File: config.mk
export PLATFORM = sky130hd
export DESIGN_NAME = square_wave_gen
export DESIGN_NICKNAME = d
export VERILOG_FILES = /design/src/rtl/square_wave_gen.sv
export SDC_FILE = /design/constraint.sdc
export NUM_CORES = 1
export LEC_CHECK = 0
export ABC_AREA = 1
export BUFFER_PORTS_ARGS = -buffer_cell sky130_fd_sc_hd__buf_2
export CAP_MARGIN = 20
export CORE_MARGIN = 2
export CORE_UTILIZATION = 45
export DETAILED_ROUTE_END_ITERATION = 10
export PLACE_DENSITY = 0.58
export SYNTH_ARGS = -nofsm -noshare
export SYNTH_HDL_FRONTEND = slang
export SYNTH_SLANG_ARGS = --single-unit
File: constraint.sdc
create_clock -name clk -period 4.26 [get_ports clk]
set_input_delay 0.426 -clock clk [delete_from_list [all_inputs] [get_ports clk]]
set_output_delay 0.426 -clock clk [all_outputs]
set_load 0.02 [all_outputs]
File: src/rtl/square_wave_gen.sv
// Purpose : programmable 50 % duty square-wave tone generator; freq in Hz, 0 = silence (optional SQW_ROUND_EN: round-to-nearest period).
// Latency : new half-period loaded CNT_W+1 cycles after a start (<= CNT_W+2 from a stable freq); silence takes effect on the next edge.
// Backpressure: none; freq is sampled every cycle and the output is free-running.
module square_wave_gen #(
    parameter int CLK_FREQ = 12000000,
    parameter int FREQ_W   = 16,
    parameter int CNT_W    = 24
) (
    input  logic              clk,
    input  logic              rst_n,
    input  logic [FREQ_W-1:0] freq,
    output logic              sq_wave
);

`ifdef SQW_ROUND_EN
    localparam int NUM_W = CNT_W + 1;
`else
    localparam int NUM_W = CNT_W;
`endif
    localparam int DIV_W  = FREQ_W + 1;
    localparam int ITER_W = $clog2(CNT_W);

    typedef enum logic {S_IDLE, S_BUSY} state_t;

    state_t            state, state_nxt;
    logic [FREQ_W-1:0] tgt;
    logic [DIV_W-1:0]  divisor;
    logic [DIV_W-1:0]  rem;
    logic [CNT_W-1:0]  quo;        // remaining numerator bits shift out, quotient bits shift in
    logic [ITER_W-1:0] iter;
    logic [CNT_W-1:0]  half_reg;
    logic [CNT_W-1:0]  counter;

    logic              silence;
    logic              start;
    logic              last;
    logic [NUM_W-1:0]  numer;
    logic [DIV_W:0]    shifted;
    logic              ge;
    logic [DIV_W-1:0]  diff;
    logic [DIV_W-1:0]  rem_nxt;
    logic [CNT_W-1:0]  quo_nxt;

    assign silence = (freq == '0);
    assign start   = (state == S_IDLE) && !silence && (freq != tgt);
    assign last    = (state == S_BUSY) && (iter == ITER_W'(CNT_W - 1));

    // Dividend: clock rate, plus freq when rounding to nearest
    always_comb begin
        numer = NUM_W'(CLK_FREQ);
`ifdef SQW_ROUND_EN
        numer = NUM_W'(CLK_FREQ) + NUM_W'(freq);
`endif
    end

    // One restoring-divide step; rem < divisor always, so the modular diff is exact when ge
    always_comb begin
        shifted = {rem, quo[CNT_W-1]};
        ge      = (shifted >= {1'b0, divisor});
        diff    = shifted[DIV_W-1:0] - divisor;
        rem_nxt = ge ? diff : shifted[DIV_W-1:0];
        quo_nxt = {quo[CNT_W-2:0], ge};
    end

    // Divider FSM state register
    always_ff @(posedge clk or negedge rst_n) begin
        if (!rst_n) state <= S_IDLE;
        else        state <= state_nxt;
    end

    // Next state: a silence request abandons any division in flight
    always_comb begin
        state_nxt = state;
        case (state)
            S_IDLE:  if (start) state_nxt = S_BUSY;
            S_BUSY:  if (silence || last) state_nxt = S_IDLE;
            default: state_nxt = S_IDLE;
        endcase
    end

    // Divider datapath: load dividend/divisor on start, then one quotient bit per cycle
    always_ff @(posedge clk or negedge rst_n) begin
        if (!rst_n) begin
            tgt     <= '0;
            divisor <= '0;
            rem     <= '0;
            quo     <= '0;
            iter    <= '0;
        end else if (silence) begin
            tgt <= '0;
        end else if (start) begin
            tgt     <= freq;
            divisor <= {freq, 1'b0};
            iter    <= '0;
`ifdef SQW_ROUND_EN
            rem     <= DIV_W'(numer[CNT_W]);
            quo     <= numer[CNT_W-1:0];
`else
            rem     <= '0;
            quo     <= numer;
`endif
        end else if (state == S_BUSY) begin
            rem  <= rem_nxt;
            quo  <= quo_nxt;
            iter <= iter + ITER_W'(1);
        end
    end

    // Tone counter: reload restarts the count but keeps the level; zero period means silence
    always_ff @(posedge clk or negedge rst_n) begin
        if (!rst_n) begin
            half_reg <= '0;
            counter  <= '0;
            sq_wave  <= 1'b0;
        end else if (silence) begin
            half_reg <= '0;
            counter  <= '0;
            sq_wave  <= 1'b0;
        end else if (last) begin
            half_reg <= quo_nxt;
            counter  <= '0;
            if (quo_nxt == '0) sq_wave <= 1'b0;
        end else if (half_reg != '0) begin
            if (counter == half_reg - CNT_W'(1)) begin
                counter <= '0;
                sq_wave <= ~sq_wave;
            end else begin
                counter <= counter + CNT_W'(1);
            end
        end
    end

endmodule

# --- After elaboration in Yosys (flattened, before gate mapping) ---
# Index checks and enable logic that the tools add are counted.
totals:
  regBits: 128
  input_bits: 18
  out_inout_bits: 1
  word_cells: 60
classes:
  n_addsub: 4
  order_cmp: 1
  n_eq_ne: 4
  muxes: 23
  bitwise: 3
  reduce_logical: 16
ops:
  columns: ["cell", "count"]
  rows:
  - ["two-way mux 24 bit", 8]
  - ["two-way mux 17 bit", 3]
  - ["two-way mux 16 bit", 2]
  - ["adder 24 x 1 -> 24 bit (second input constant)", 1]
  - ["equality test 24 bit", 1]
  - ["logical NOT 24 bit", 1]
  - ["nonzero test 24 bit", 1]
  - ["subtractor 24 x 1 -> 24 bit (second input constant)", 1]
  - ["greater-or-equal comparator 18 x 17 -> 1 bit", 1]
  - ["subtractor 17 bit", 1]
  - ["logical NOT 16 bit", 1]
  - ["inequality test 16 bit", 1]
  - ["two-way mux 5 bit", 2]
  - ["two-way mux 1 bit", 7]
  - ["nonzero test 2 bit", 3]
  - ["nonzero test 3 bit", 2]
  - ["adder 5 x 1 -> 5 bit (second input constant)", 1]
  - ["equality test 5 bit (second input constant)", 1]
  - ["AND reduction 2 bit", 2]
  - ["logical AND 1 bit", 3]
  - ["inequality test 3 x 2 -> 1 bit (second input constant)", 1]
  - ["inverter 1 bit", 3]
  - ["AND reduction 3 bit", 1]
  - ["one-hot mux 1 bit (2 select lines)", 1]
  - ["other kinds (2)", 2]

# --- Logic depth before layout (Yosys ltp) ---
depth:
  depth_word: 6
  mapped_depth: 16
  mapped_depth_nobuf: 16

# --- Worst setup path after synthesis ---
# Ideal clock, no wire load.
synth_timing:
  kind: "register -> register"
  from: "register divisor[1]"
  to: "register rem[11]"
  setup_ns: 0.124
  t_arrival_ns: 1.998
  required_ns: 4.136
  setup_slack_ns: 2.138
  stages_incl_launch_ff: 13
  path_buffers: 0
  synth_period_minus_slack_ns: 2.122
  cell_sequence: "dfrtp_1 > ha_1 > fa_1 > inv_1 > nand3_1 > nand2_1 > a21boi_0 > o21ai_0 > a21oi_1 > xor2_1 > nand2_1 > o211ai_1 > nand2_1"
synth_between:
  elab_chain_len: 4
  elab_cells_between_ends: 5
  classes_between: "1 x add/sub; 1 x order compare; 3 x mux"
synth_rtl:
  columns: ["item", "line_no", "text"]
  rows:
  - ["from (decl)", "27", "logic [DIV_W-1:0] divisor;"]
  - ["from (signal assigned)", "93", "divisor <= {freq, 1'b0};"]
  - ["subtractor 17 bit or greater-or-equal comparator 18 x 17 -> 1 bit (tied branches)", "60, 59", null]
  - ["two-way mux 17 bit (*)", "61", "rem_nxt = ge ? diff : shifted[DIV_W-1:0];"]
  - ["two-way mux 17 bit (*)", "102", "end else if (state == S_BUSY) begin"]
  - ["two-way mux 17 bit (*)", "91", "end else if (start) begin"]
  - ["to (signal assigned)", "103", "rem <= rem_nxt;"]
  - ["to (decl)", "28", "logic [DIV_W-1:0] rem;"]
# Mark *: on every way between the ends. The rest lies on a longest branch, timed or not. The select of a mux whose other input is x is not followed.
# A chain may end at the register's enable or synchronous reset.

# --- Worst setup path in the final report ---
layout_timing:
  from: "register rem[2]"
  to: "register sq_wave"
layout_between:
  elab_chain_len: 4
layout_rtl:
  columns: ["item", "line_no", "text"]
  rows:
  - ["greater-or-equal comparator 18 x 17 -> 1 bit", "59", "ge = (shifted >= {1'b0, divisor});"]
  - ["logical NOT 24 bit", "122", "if (quo_nxt == '0) sq_wave <= 1'b0;"]
  - ["inequality test 3 x 2 -> 1 bit (no source line)", null, null]
  - ["AND reduction 3 bit (no source line)", null, null]
  - ["to (signal assigned)", "126", "sq_wave <= ~sq_wave;"]
  - ["to (decl)", "12", "output logic sq_wave"]
# Every way passes these cells.

==> impl_metrics.csv <==
group,metric,value,unit
sta,fin_worst_skew,8.24,ps
clock_network,clk_latency,430,ps
floorplanning,dieArea,17600,sq um
placed_design,place_hpwl,13.3,mm
power_and_ir_drop,leakage,3.99,nW
floorplanning,io_pins,19,
sta,period_minus_slack,2860,ps
sta,finalHoldViolCount,0,
clock_network,ctsHoldBuffers,0,
worst_setup_path,startpoint,"rem[2]$_DFFE_PN0P_",
sta,rsz0062_at_grt,"false",
power_and_ir_drop,seq_power_share,31.4,%
drt,vias_per_cell,5.16,
sta,max_slew_margin,37.6,%
global_routing,grt_pass1_wl,31.0,mm
clock_network,path_clk_slew,60,ps
synth,ys_types,43,
power_and_ir_drop,vdd_drop_max,0.480,mV
synth,ys.flop_type,"dfrtp_1",
power_and_ir_drop,switching_share,42.1,%
worst_setup_path,timing.critical_path.mode_cell,"nand2_1",
sta,worstMarginPinSlew,934,ps
cells_and_area,post-route-util,51.3,%
cells_and_area,fin_cells,1211,
sta,setup_viol,0,
drt,wl,18.2,mm
clock_network,clockBufferDepth,2,
clock_network,ctsResizeCount,0,
power_and_ir_drop,p_total,6.96,mW
worst_setup_path,cp_max_fo,30,
drt,avgRoutedWirePerCell,15.0,microns
power_and_ir_drop,powerDensity,828,nW/um^2
clock_network,post-cts-setup-buffer-count,0,
power_and_ir_drop,comb_power_share,45.9,%
synth,synthCells,958,
clock_network,htree_levels,4,
worst_setup_path,critPathLaunchType,"register",
job,maxCapViolCount,0,
status,outcome,"complete, no violations",
synth,synth_nets,996,
sta,setup-tns-final,0,ps
drt,drc,0,
global_routing,grt_pass1_vias,6322,
clock_network,cts_tree,"built",
cells_and_area,nets,1016,
clock_network,cts_buffers,17,
placed_design,port_buffers,18,
global_routing,grtUsageTotal,22.2,%
worst_setup_path,cp_cell_sequence,"ha_1, nand2_1, inv_1, nor3_1, o21ai_2, nand3_1, nand2_1, nand2_1, nand2_1, o21ai_1, nand3_1, nand2_1, nand2_1",
placed_design,gp_congestion,0.888,
power_and_ir_drop,clkPwrFrac,22.7,%
floorplanning,core,16400,sq um
drt,dr.first_iter.drc_count,361,
cells_and_area,drive_above_1_share,9.89,%
sta,timing.final.crit_share,67.2,%
synth,ys_seq_elements,128,
worst_setup_path,worst_path_largest_cell_delay,520,ps
global_routing,antenna_found_initial,0,
sta,drv_slew,0,
drt,first_pass_iters,5,
synth,synth_area,7460,sq um
drt,ant_nets,0,
worst_setup_path,cpMaxStageDelayCell,"nand2_1",
global_routing,gr-total-overflow,0,
cells_and_area,diodes,0,
worst_setup_path,r2r_start,"rem[2]$_DFFE_PN0P_",
worst_setup_path,critPathRequiredTime,4580,ps
cells_and_area,stdcell_area,8410,sq um
power_and_ir_drop,p_sw,2.93,mW
synth,yosys_warnings,0,
sta,fmax,349,MHz
synth,syn_area_per_cell,7.78,sq um
clock_network,cts-root-buf,"clkbuf_16",
floorplanning,dieWidth,133,microns
worst_setup_path,end_kind,"register",
floorplanning,start_util,45.4,%
placed_design,placed_cells_incl_taps,1179,
clock_network,cts_sinks,128,
synth,synthArstFlopShare,100,%
global_routing,grt_max_degree,102,
floorplanning,die_h,133,microns
worst_setup_path,critPathArrivalTime,3180,ps
cells_and_area,area_delta_synth_final,12.8,%
drt,vias,6245,
worst_setup_path,critPathKind,"register to register",
power_and_ir_drop,p_int,4.03,mW
floorplanning,num_rows,47,
placed_design,dpl_cell_area,7760,sq um
hold_path,hold_path_class,"primary input to async pin",
synth,synth-seq-area-share,43.0,%
synth,synth_edf_count,0,
## worst max-delay path, delay by kind of cell (launching register included)
kind,cells,cell delay [ps]
AOI/OAI and AO/OA,2,580
and+or+nand+nor,9,1400
adders and majority gates,1,340
DFF,1,390
buffers and inverters,1,40
## routing by layer
layer	up-vias	routed length (microns)	track usage, %
met5	-	0	0
li1	3196	-	-
met1	2950	8290	27.1
met2	79	9100	38.9
met3	20	481	4.94
met4	0	292	7.35
## logic make-up (layout without fill, tap and decap cells)
family	count (synthesis)	after routing	synth area share (%)
XOR/XNOR	52	52	6.11
flip-flops	128	128	43.0
adder cells (fa/ha/maj)	20	20	3.46
AND/OR/NAND/NOR	434	434	26.4
AO/OA/AOI/OAI	180	180	13.5
buffers and inverters	144	177	7.57
## synth_stat cells, types with 2 or more instances
cell       instances  area (sq um)
nor4_1             7          43.8
xnor2_1           21           184
nor3_1            10          50.1
or2_2              6          37.5
dfrtp_1          128          3200
nand3_2            3          30.0
a22oi_1           10          75.1
o211ai_1           2          15.0
buf_2             10          50.1
nand4_1           23           144
nor2_4             6          67.6
nand2_1          216           811
nand2_2            7          43.8
nor2_1            84           315
nor2_2            10          62.6
xor2_1            31           272
o2111ai_1          2          17.5
a21oi_1           46           230
o21bai_1           6          45.0
ha_1              19           238
o21ai_0           78           390
nand3_1           52           260
o22ai_1           30           188
nand3b_1           4          30.0
inv_1            115           432
clkbuf_1          11          41.3
inv_2              5          18.8
## final cells by class
type | count | area [sq um]
multi-input combinational | 686 | 3690
inverter | 121 | 454
sequential | 128 | 3200
tap | 220 | 275
clock buffer | 20 | 467
fill | 1602 | 8000
timing repair buffer | 24 | 141
clock inverter | 12 | 180
## path summary, 6_finish.rpt
kind / slack (ps) / cells after the start / endpoint
worst max-delay path: 1400 / 13 / sq_wave$_DFFE_PN0P_
worst min-delay path: 100 / 1 / counter[1]$_DFFE_PN0P_
worst max register to register: 1400 / 13 / sq_wave$_DFFE_PN0P_
worst min register to register: 500 / 1 / iter[0]$_DFFE_PN0P_
max in group asynchronous: 3210 / 2 / divisor[10]$_DFFE_PN0P_
min in group clk: 270 / 3 / divisor[1]$_DFFE_PN0P_
## cells in the final DEF, fill, tap and decap left out, drive strengths merged
cell      count
a21o          1
or3b          1
inv         121
dfrtp       128
xor2         31
nor4          7
a22oi        10
nand2       224
clkbuf       20
clkinv        6
o21bai        6
bufinv        4
nand3        55
nor3         10
o21ai        80
a21boi        1
o21a          1
and3          1
nand3b        5
xnor2        21
a22o          1
a21oi        46
clkinvlp      2
o22ai        30
or2           6
o2111ai       2
ha           19
nand4        23
nor2        101
nor3b         1
fa            1
buf          24
o211ai        2
## stage by stage
stage	setup WS, ps	hold slack [ps]
final	1400	98.8
after global placement	1350	488
after detailed placement	1280	489
after CTS	1350	150
after floorplan	2140	130
after global routing	1040	166
## power by group through the flow
stage | Sequential, mW | Clock (mW) | Combinational (mW)
after floorplan | 2.09 | 0 | 2.51
after global placement | 2.20 | 0 | 3.15
after detailed placement | 2.20 | 0 | 3.18
after CTS | 2.18 | 1.61 | 3.21
after global routing | 2.26 | 1.67 | 3.72
final | 2.19 | 1.58 | 3.19
Power figures use the tool's default switching activity.
